[src/rtl/multdiv_sequencer.sv]
// multdiv_sequencer: issues one start pulse per decoded mul/div, stalls until ready or timeout, then writes back once.
module multdiv_sequencer #(
  parameter int TIMEOUT_CYCLES = 64,
  parameter int CNT_W          = 7,
  parameter int RSTATUS_REG    = 30,
  parameter int MUL_EXC_CODE   = 4,
  parameter int DIV_EXC_CODE   = 5
) (
  input  logic        clock,
  input  logic        reset_n,
  input  logic [31:0] dx_insn,
  input  logic        dx_valid,
  input  logic [31:0] dx_opA,
  input  logic [31:0] dx_opB,
  input  logic        md_ready,
  input  logic        md_exception,
  input  logic [31:0] md_result,
  output logic        md_ctrl_mult,
  output logic        md_ctrl_div,
  output logic [31:0] md_opA,
  output logic [31:0] md_opB,
  output logic        md_stall,
  output logic        wb_valid,
  output logic [4:0]  wb_rd,
  output logic [31:0] wb_data,
  output logic        timeout_err
);
  localparam logic [1:0] S_IDLE = 2'd0, S_BUSY = 2'd1, S_DONE = 2'd2;
  logic [1:0]       r_state;
  logic [CNT_W-1:0] r_cnt;
  logic [4:0]       r_rd;
  logic             r_div, r_exc, r_tmo;
  logic [31:0]      r_opa, r_opb, r_res;
  logic             w_hit, w_busy, w_done, w_unused;
  assign w_hit    = dx_valid && dx_insn[31:27] == 5'd0 && dx_insn[6:3] == 4'b0011;
  assign w_busy   = r_state == S_BUSY;
  assign w_done   = r_state == S_DONE;
  assign w_unused = ^{dx_insn[21:7], dx_insn[1:0]};
  always_ff @(posedge clock or negedge reset_n) begin
    if (!reset_n) begin
      r_state <= S_IDLE;
      r_cnt   <= '0;
      r_rd    <= '0;
      r_div   <= 1'b0;
      r_exc   <= 1'b0;
      r_tmo   <= 1'b0;
      r_opa   <= '0;
      r_opb   <= '0;
      r_res   <= '0;
    end else begin
      r_tmo <= 1'b0;
      case (r_state)
        S_IDLE: if (w_hit) begin
          r_state <= S_BUSY;
          r_cnt   <= '0;
          r_opa   <= dx_opA;
          r_opb   <= dx_opB;
          r_rd    <= dx_insn[26:22];
          r_div   <= dx_insn[2];
        end
        S_BUSY: if (md_ready) begin
          r_state <= S_DONE;
          r_res   <= md_result;
          r_exc   <= md_exception;
        end else if (r_cnt == CNT_W'(TIMEOUT_CYCLES - 1)) begin
          r_state <= S_IDLE;
          r_tmo   <= 1'b1;
        end else begin
          r_cnt <= r_cnt + 1'b1;
        end
        default: r_state <= S_IDLE;
      endcase
    end
  end
  // start pulse only on the first BUSY cycle, selected by the latched opcode
  assign md_ctrl_mult = w_busy && r_cnt == '0 && !r_div;
  assign md_ctrl_div  = w_busy && r_cnt == '0 && r_div;
  assign md_opA       = r_opa;
  assign md_opB       = r_opb;
  assign md_stall     = reset_n && (w_busy || (r_state == S_IDLE && w_hit));
  assign wb_valid     = w_done && (r_exc || r_rd != 5'd0);
  assign wb_rd        = !w_done ? 5'd0 : r_exc ? 5'(RSTATUS_REG) : r_rd;
  assign wb_data      = !w_done ? 32'd0 : !r_exc ? r_res : r_div ? 32'(DIV_EXC_CODE) : 32'(MUL_EXC_CODE);
  assign timeout_err  = r_tmo;
endmodule

[config.mk]
export PLATFORM = sky130hd
export DESIGN_NAME = multdiv_sequencer
export DESIGN_NICKNAME = d
export VERILOG_FILES = /design/src/rtl/multdiv_sequencer.sv
export SDC_FILE = /design/constraint.sdc
export NUM_CORES = 1
export LEC_CHECK = 0
export CELL_PAD_IN_SITES_DETAIL_PLACEMENT = 1
export CELL_PAD_IN_SITES_GLOBAL_PLACEMENT = 1
export CORE_MARGIN = 5
export CORE_UTILIZATION = 33
export DETAILED_ROUTE_END_ITERATION = 16
export GPL_ROUTABILITY_DRIVEN = 0
export PLACE_DENSITY = 0.85
export REMOVE_ABC_BUFFERS = 1
export SYNTH_ARGS = -nofsm -noshare
export SYNTH_HDL_FRONTEND = slang
export SYNTH_SLANG_ARGS = --single-unit
[constraint.sdc]
create_clock -name clock -period 2.9 [get_ports clock]
set_input_delay 0.58 -clock clock [delete_from_list [all_inputs] [get_ports clock]]
set_output_delay 0.58 -clock clock [all_outputs]
set_load 0.01 [all_outputs]
==> impl_metrics.env, run 1 <==
export IMPL_synth_seq_cells=113
export IMPL_cp_end_kind="output port"
export IMPL_drtIter0Drc=157
export IMPL_io_buffers=221
export IMPL_placed_cells=724
export IMPL_fin_crit_ns=2.79
export IMPL_gr_usage_met2_pct=31.7
export IMPL_vias=3584
export IMPL_finalHoldViolCount=0
export IMPL_worst_setup_path_type="flop to output port"
export IMPL_slew_violations=0
export IMPL_grtUsageMet1_pct=19.9
export IMPL_synth_top_family_by_area="multiplexers"
export IMPL_clk_path_buf_depth=2
export IMPL_syn_area_per_cell_um2=14.2
export IMPL_root_buffer="clkbuf_16"
export IMPL_rsz0062_at_grt="false"
export IMPL_grt_busiest_layer="met2"
export IMPL_required_ns=2.32
export IMPL_internal_power_mw=3.37
export IMPL_vias_per_cell=4.73
export IMPL_clkPwrFrac_pct=52.9
export IMPL_rows=43
export IMPL_path_buf_inv=2
export IMPL_cts_tree="yes"
export IMPL_cpLargestDelayFamily="simple AND/OR/NAND/NOR gates"
export IMPL_synth_fa_ha_area_share_pct=0.537
export IMPL_ys_types=31
export IMPL_max_freq_mhz=358
export IMPL_clock_sinks=113
export IMPL_ant_nets=0
export IMPL_status="finished clean"
export IMPL_core_area_um2=13900
export IMPL_grt_first_pass_wirelength_mm=23.5
export IMPL_dpl_instance_area_um2=7130
export IMPL_grt_max_degree=63
export IMPL_path_cells="inv_1 > ha_1 > or4b_4 > nor4_4 > nor2b_4 > clkdlybuf4s15_2"
export IMPL_fin_crit_sh_pct=96.4
export IMPL_drtPass1Iterations=4
export IMPL_dpl_hpwl_mm=11.0
export IMPL_skew_ns=0.00586
export IMPL_routed_wl_mm=14.8
export IMPL_antenna_found_initial=0
export IMPL_vdd_drop_max_uv=349
export IMPL_diodes=0
export IMPL_post_route_drc_count=0
export IMPL_sw_frac_of_total_pct=20.2
export IMPL_slowest_stage="or4b_4"
export IMPL_critPathLaunchType="flop"
export IMPL_clkTransAtPathRegs_ns=0.05
export IMPL_initial_core_util_pct=33.6
export IMPL_cp_slowest_stage_delay_ns=0.47
export IMPL_worstMarginPinSlew_ns=0.817
export IMPL_final_common_cell="clkdlybuf4s50_1"
export IMPL_htree_levels=4
export IMPL_track_usage_pct=18.5
export IMPL_mostFrequentLayoutCells="clkdlybuf4s50_1, dfrtp_1, mux2_2"
export IMPL_fin_util_pct=56.3
export IMPL_setup_viol=0
export IMPL_finalNonFillerCells=757
export IMPL_first_global_vias=4281
export IMPL_cp_startpoint="r_cnt[1]"
export IMPL_yosys_area_share_xor_xnor_pct=0
export IMPL_rr_startpoint="r_state[1]"
export IMPL_hold_path_class="input pin to async pin"
export IMPL_synth_mux_area_share_pct=25.1
export IMPL_synthToLayoutAreaGrowth_pct=67.6
export IMPL_fp_dieH_um=129
export IMPL_max_slew_margin_rel_pct=45.5
export IMPL_final_area_um2=7810
export IMPL_powerDensity_nw_per_um2=540
export IMPL_setup_tns_ns=0
export IMPL_gr_total_overflow=0
export IMPL_drive_gt1_share_pct=27.0
export IMPL_pwr_share_comb_pct=7.9
export IMPL_synth_compound_area_share_pct=2.63
export IMPL_die_area_um2=16600
export IMPL_p_seq_share_pct=39.2
export IMPL_met3_usage_pct=8.51
export IMPL_clk_insertion_delay_late_ns=0.41
export IMPL_switchingPower_mw=0.851
export IMPL_cts_buffers_inserted=17
export IMPL_layout_nets=699
export IMPL_power_leakage_nw=3.61
export IMPL_holdWs_ns=0.299
export IMPL_synth_seq_area_share_pct=60.7
export IMPL_avgRoutedWirePerCell_um=19.6
export IMPL_cp_max_fo=4
export IMPL_die_w_um=129
export IMPL_syn_area_um2=4660
export IMPL_postSynthCellCount=329
export IMPL_io_pins=239
export IMPL_drv_cap=0
export IMPL_cp_arrival_ns=2.21
export IMPL_yosys_warnings=0
export IMPL_synth_simple_area_share_pct=9.10
cells by family after synthesis:
| family | after synthesis |
|---|---|
| AO/OA/AOI/OAI | 16 |
| adder cells (fa/ha/maj) | 2 |
| buffers and inverters | 21 |
| flip-flops | 113 |
| multiplexers | 104 |
| AND/OR/NAND/NOR | 73 |
registers in the layout, indices dropped and copies added (netlist names):
name,count
r_cnt,7
r_rd,5
r_div,1
r_res,32
md_opB,32
r_state,2
md_opA,32
r_exc,1
timeout_err,1
what timing repair did:
item,in CTS,in global routing
setup buffers,1,0
gates resized for setup,13,2
hold buffers,0,0
endpoints found under the setup margin,31,16
pin swaps,2,1
cell usage after synthesis:
cell type	number	share of area [%]
a211o_1	2	0.38
a2111oi_0	3	0.56
and2b_1	1	0.16
a21boi_0	2	0.32
mux2_2	103	25
nor4_1	5	0.67
or4b_2	1	0.21
mux2i_1	1	0.21
buf_2	11	1.2
and2_1	32	4.3
dfrtp_1	113	61
and4b_1	1	0.21
or2_2	1	0.13
nand3_1	4	0.43
and3_1	3	0.40
nand2_1	5	0.40
inv_1	5	0.40
o2bb2ai_1	1	0.19
nand2b_1	3	0.40
nor4b_1	1	0.19
nor2b_1	1	0.13
clkbuf_1	5	0.40
a221o_1	1	0.21
a21oi_1	3	0.32
nor4_2	1	0.27
a32o_1	1	0.21
nor2_1	12	0.97
ha_1	2	0.54
nor3_1	2	0.21
a21o_1	2	0.32
o21ai_0	1	0.11
per-stage QoR:
stage,power [mW],setup WS (ns)
6_report,4.22,0.105
5_1_grt,4.38,0.0307
4_1_cts,4.27,0.0197
3_5_place_dp,2.02,-0.0388
3_3_place_gp,2.00,0.0416
2_1_floorplan,1.74,-1.15
final timing paths:
check | end | slack, ns | cells past startpoint
hold reg to reg | r_res[14] | 0.49 | 1
setup / recovery | md_ctrl_mult | 0.11 | 6
hold / removal | md_opB[26] | 0.30 | 2
setup reg to reg | md_opB[2] | 0.77 | 5
min in group clock | r_res[14] | 0.49 | 1
max in group asynchronous | md_opB[23] | 1.31 | 3
layer usage:
layer / share of wire (%) / vias to the layer above
met2: 51 / 161
met3: 10 / 24
met4: 2.2 / 0
met1: 37 / 1771
li1: - / 1628
met5: 0 / -
power groups by stage:
stage	Clock, mW	Sequential, mW	Combinational, mW
floorplan	0	1.69	0.0555
global placement	0	1.68	0.323
CTS	2.28	1.66	0.339
finish	2.23	1.66	0.332
detailed placement	0	1.68	0.335
global route	2.36	1.66	0.361
final cells by class:
type	instances	area [µm²]
Fill cell	1394	6070
Sequential cell	113	2830
Timing Repair Buffer	232	2310
Multi-Input combinational cell	195	1800
Clock buffer	22	484
Tap cell	180	225
Clock inverter	10	155
Inverter	5	18.8
Power figures use the tool's default switching activity.
==> inputs of run 2 (changes only) <==
--- a/config.mk
+++ b/config.mk
@@ -5,14 +5,16 @@
 export SDC_FILE = /design/constraint.sdc
 export NUM_CORES = 1
 export LEC_CHECK = 0
+export ABC_CLOCK_PERIOD_IN_PS = 2900
 export CELL_PAD_IN_SITES_DETAIL_PLACEMENT = 1
 export CELL_PAD_IN_SITES_GLOBAL_PLACEMENT = 1
 export CORE_MARGIN = 5
 export CORE_UTILIZATION = 33
 export DETAILED_ROUTE_END_ITERATION = 16
 export GPL_ROUTABILITY_DRIVEN = 0
-export PLACE_DENSITY = 0.85
+export PLACE_DENSITY = 0.83
 export REMOVE_ABC_BUFFERS = 1
+export SKIP_LAST_GASP = 1
 export SYNTH_ARGS = -nofsm -noshare
 export SYNTH_HDL_FRONTEND = slang
 export SYNTH_SLANG_ARGS = --single-unit
==> run 2 against run 1 <==
  * Global-route usage grew 0.10 points
  * Routed wire length shrank 0.15%
  * Combinational power is essentially flat
  * Total power shrank 2.2%
  * First-iteration DRC count shrank 56%
  * Final area shrank 0.50%
  * Hold slack gained 0.036 ns
  * Via count shrank 0.33%
  * Largest cell class unchanged
==> impl_metrics.env, run 2 (same netlist as run 1, synthesis figures left out) <==
export IMPL_status="finished clean"
export IMPL_final_common_cell="clkdlybuf4s50_1"
export IMPL_max_freq_mhz=358
export IMPL_finalHoldViolCount=0
export IMPL_clock_sinks=113
export IMPL_avgRoutedWirePerCell_um=19.6
export IMPL_fin_util_pct=56.0
export IMPL_skew_ns=0.00634
export IMPL_worst_setup_path_type="flop to output port"
export IMPL_antenna_found_initial=0
export IMPL_pwr_share_comb_pct=8.1
export IMPL_internal_power_mw=3.24
export IMPL_htree_levels=4
export IMPL_cp_startpoint="r_state[0]"
export IMPL_cts_tree="yes"
export IMPL_fp_dieH_um=129
export IMPL_grt_first_pass_wirelength_mm=23.5
export IMPL_diodes=0
export IMPL_sw_frac_of_total_pct=21.5
export IMPL_rsz0062_at_grt="true"
export IMPL_io_buffers=221
export IMPL_clk_insertion_delay_late_ns=0.41
export IMPL_rows=43
export IMPL_setup_tns_ns=0
export IMPL_path_buf_inv=2
export IMPL_post_route_drc_count=0
export IMPL_drtPass1Iterations=4
export IMPL_dpl_instance_area_um2=7130
export IMPL_gr_total_overflow=0
export IMPL_rr_startpoint="r_state[0]"
export IMPL_total_power_mw=4.13
export IMPL_critPathLaunchType="flop"
export IMPL_vdd_drop_max_uv=362
export IMPL_vias=3572
export IMPL_cp_max_fo=28
export IMPL_cp_slowest_stage_delay_ns=0.55
export IMPL_cts_buffers_inserted=17
export IMPL_root_buffer="clkbuf_16"
export IMPL_switchingPower_mw=0.887
export IMPL_routed_wl_mm=14.8
export IMPL_power_leakage_nw=3.62
export IMPL_fin_crit_ns=2.80
export IMPL_cp_arrival_ns=2.22
export IMPL_max_slew_margin_rel_pct=50.5
export IMPL_final_area_um2=7770
export IMPL_crit_cells=5
export IMPL_drtIter0Drc=69
export IMPL_initial_core_util_pct=33.6
export IMPL_track_usage_pct=18.6
export IMPL_io_pins=239
export IMPL_powerDensity_nw_per_um2=531
export IMPL_ant_nets=0
export IMPL_die_area_um2=16600
export IMPL_drv_cap=0
export IMPL_post_cts_buffers=0
export IMPL_drive_gt1_share_pct=26.5
export IMPL_layout_nets=699
export IMPL_holdWs_ns=0.335
export IMPL_core_area_um2=13900
export IMPL_clk_path_buf_depth=2
export IMPL_clkPwrFrac_pct=51.8
export IMPL_slowest_stage="clkdlybuf4s50_1"
export IMPL_clkTransAtPathRegs_ns=0.05
export IMPL_grt_max_degree=58
export IMPL_dpl_hpwl_mm=10.8
export IMPL_fin_crit_sh_pct=96.5
export IMPL_required_ns=2.32
export IMPL_first_global_vias=4235
export IMPL_worstMarginPinSlew_ns=0.743
export IMPL_reg2regPathDepth=5
export IMPL_path_cells="nand2b_1 > nor2_1 > buf_6 > and2_1 > clkdlybuf4s50_1"
export IMPL_slew_violations=0
export IMPL_hold_path_class="input pin to async pin"
export IMPL_synthToLayoutAreaGrowth_pct=66.7
export IMPL_p_seq_share_pct=40.1
export IMPL_die_w_um=129
export IMPL_setup_viol=0
export IMPL_cp_end_kind="output port"
export IMPL_mostFrequentLayoutCells="clkdlybuf4s50_1, dfrtp_1, mux2_2"
export IMPL_cpLargestDelayFamily="buffers and inverters"
export IMPL_vias_per_cell=4.72
-- run 2: cell count changes in the layout (fill, tap and decap cells not counted), sizes merged --
cell / change
clkbuf: -3
clkdlybuf4s15: -2
dlymetal6s2s: +1
dlygate4sd2: +1
clkinv: +2
bufinv: -1
clkinvlp: +2
-- run 2: layout make-up --
class,count,area (µm²)
clock buffers,19,453
repair buffers,232,2310
multi-input cells,195,1780
inverters,5,18.8
flip-flops and latches,113,2830
clock inverters,13,161
fillers,1398,6110
well taps,180,225
-- run 2: per-layer routing --
layer	wire [µm]	up-vias	track usage, %
met1	5450	1776	19.7
met3	1470	15	8.43
met2	7670	155	32.6
met4	232	0	6.92
li1	-	1626	-
met5	0	-	0
-- run 2: final timing paths --
path,to,slack (ns)
max,wb_data[1],0.10
min,timeout_err,0.33
max reg2reg,md_opB[6],0.79
min reg2reg,r_res[5],0.49
max in group asynchronous,md_opA[17],1.34
min in group clock,r_res[5],0.49
-- run 2: power by group through the flow --
stage	Combinational [mW]	Clock, mW	Sequential (mW)
6_report	0.333	2.14	1.66
5_1_grt	0.362	2.28	1.66
4_1_cts	0.341	2.20	1.66
2_1_floorplan	0.0555	0	1.69
3_3_place_gp	0.321	0	1.68
3_5_place_dp	0.334	0	1.68
-- run 2: per-stage QoR --
| step | worst slack [ns] | std cells |
|---|---|---|
| 2_1_floorplan | -1.15 | 313 |
| 3_3_place_gp | 0.0428 | 725 |
| 3_5_place_dp | -0.0151 | 725 |
| 4_1_cts | 0.0155 | 757 |
| 5_1_grt | -0.0141 | 757 |
| 6_report | 0.103 | 757 |
-- run 2: what timing repair did --
action	4_1_cts	5_1_grt
pin swaps	1	0
cloned	0	0
hold buffers	0	0
endpoints found under the setup margin	2	29
resized for setup	5	3
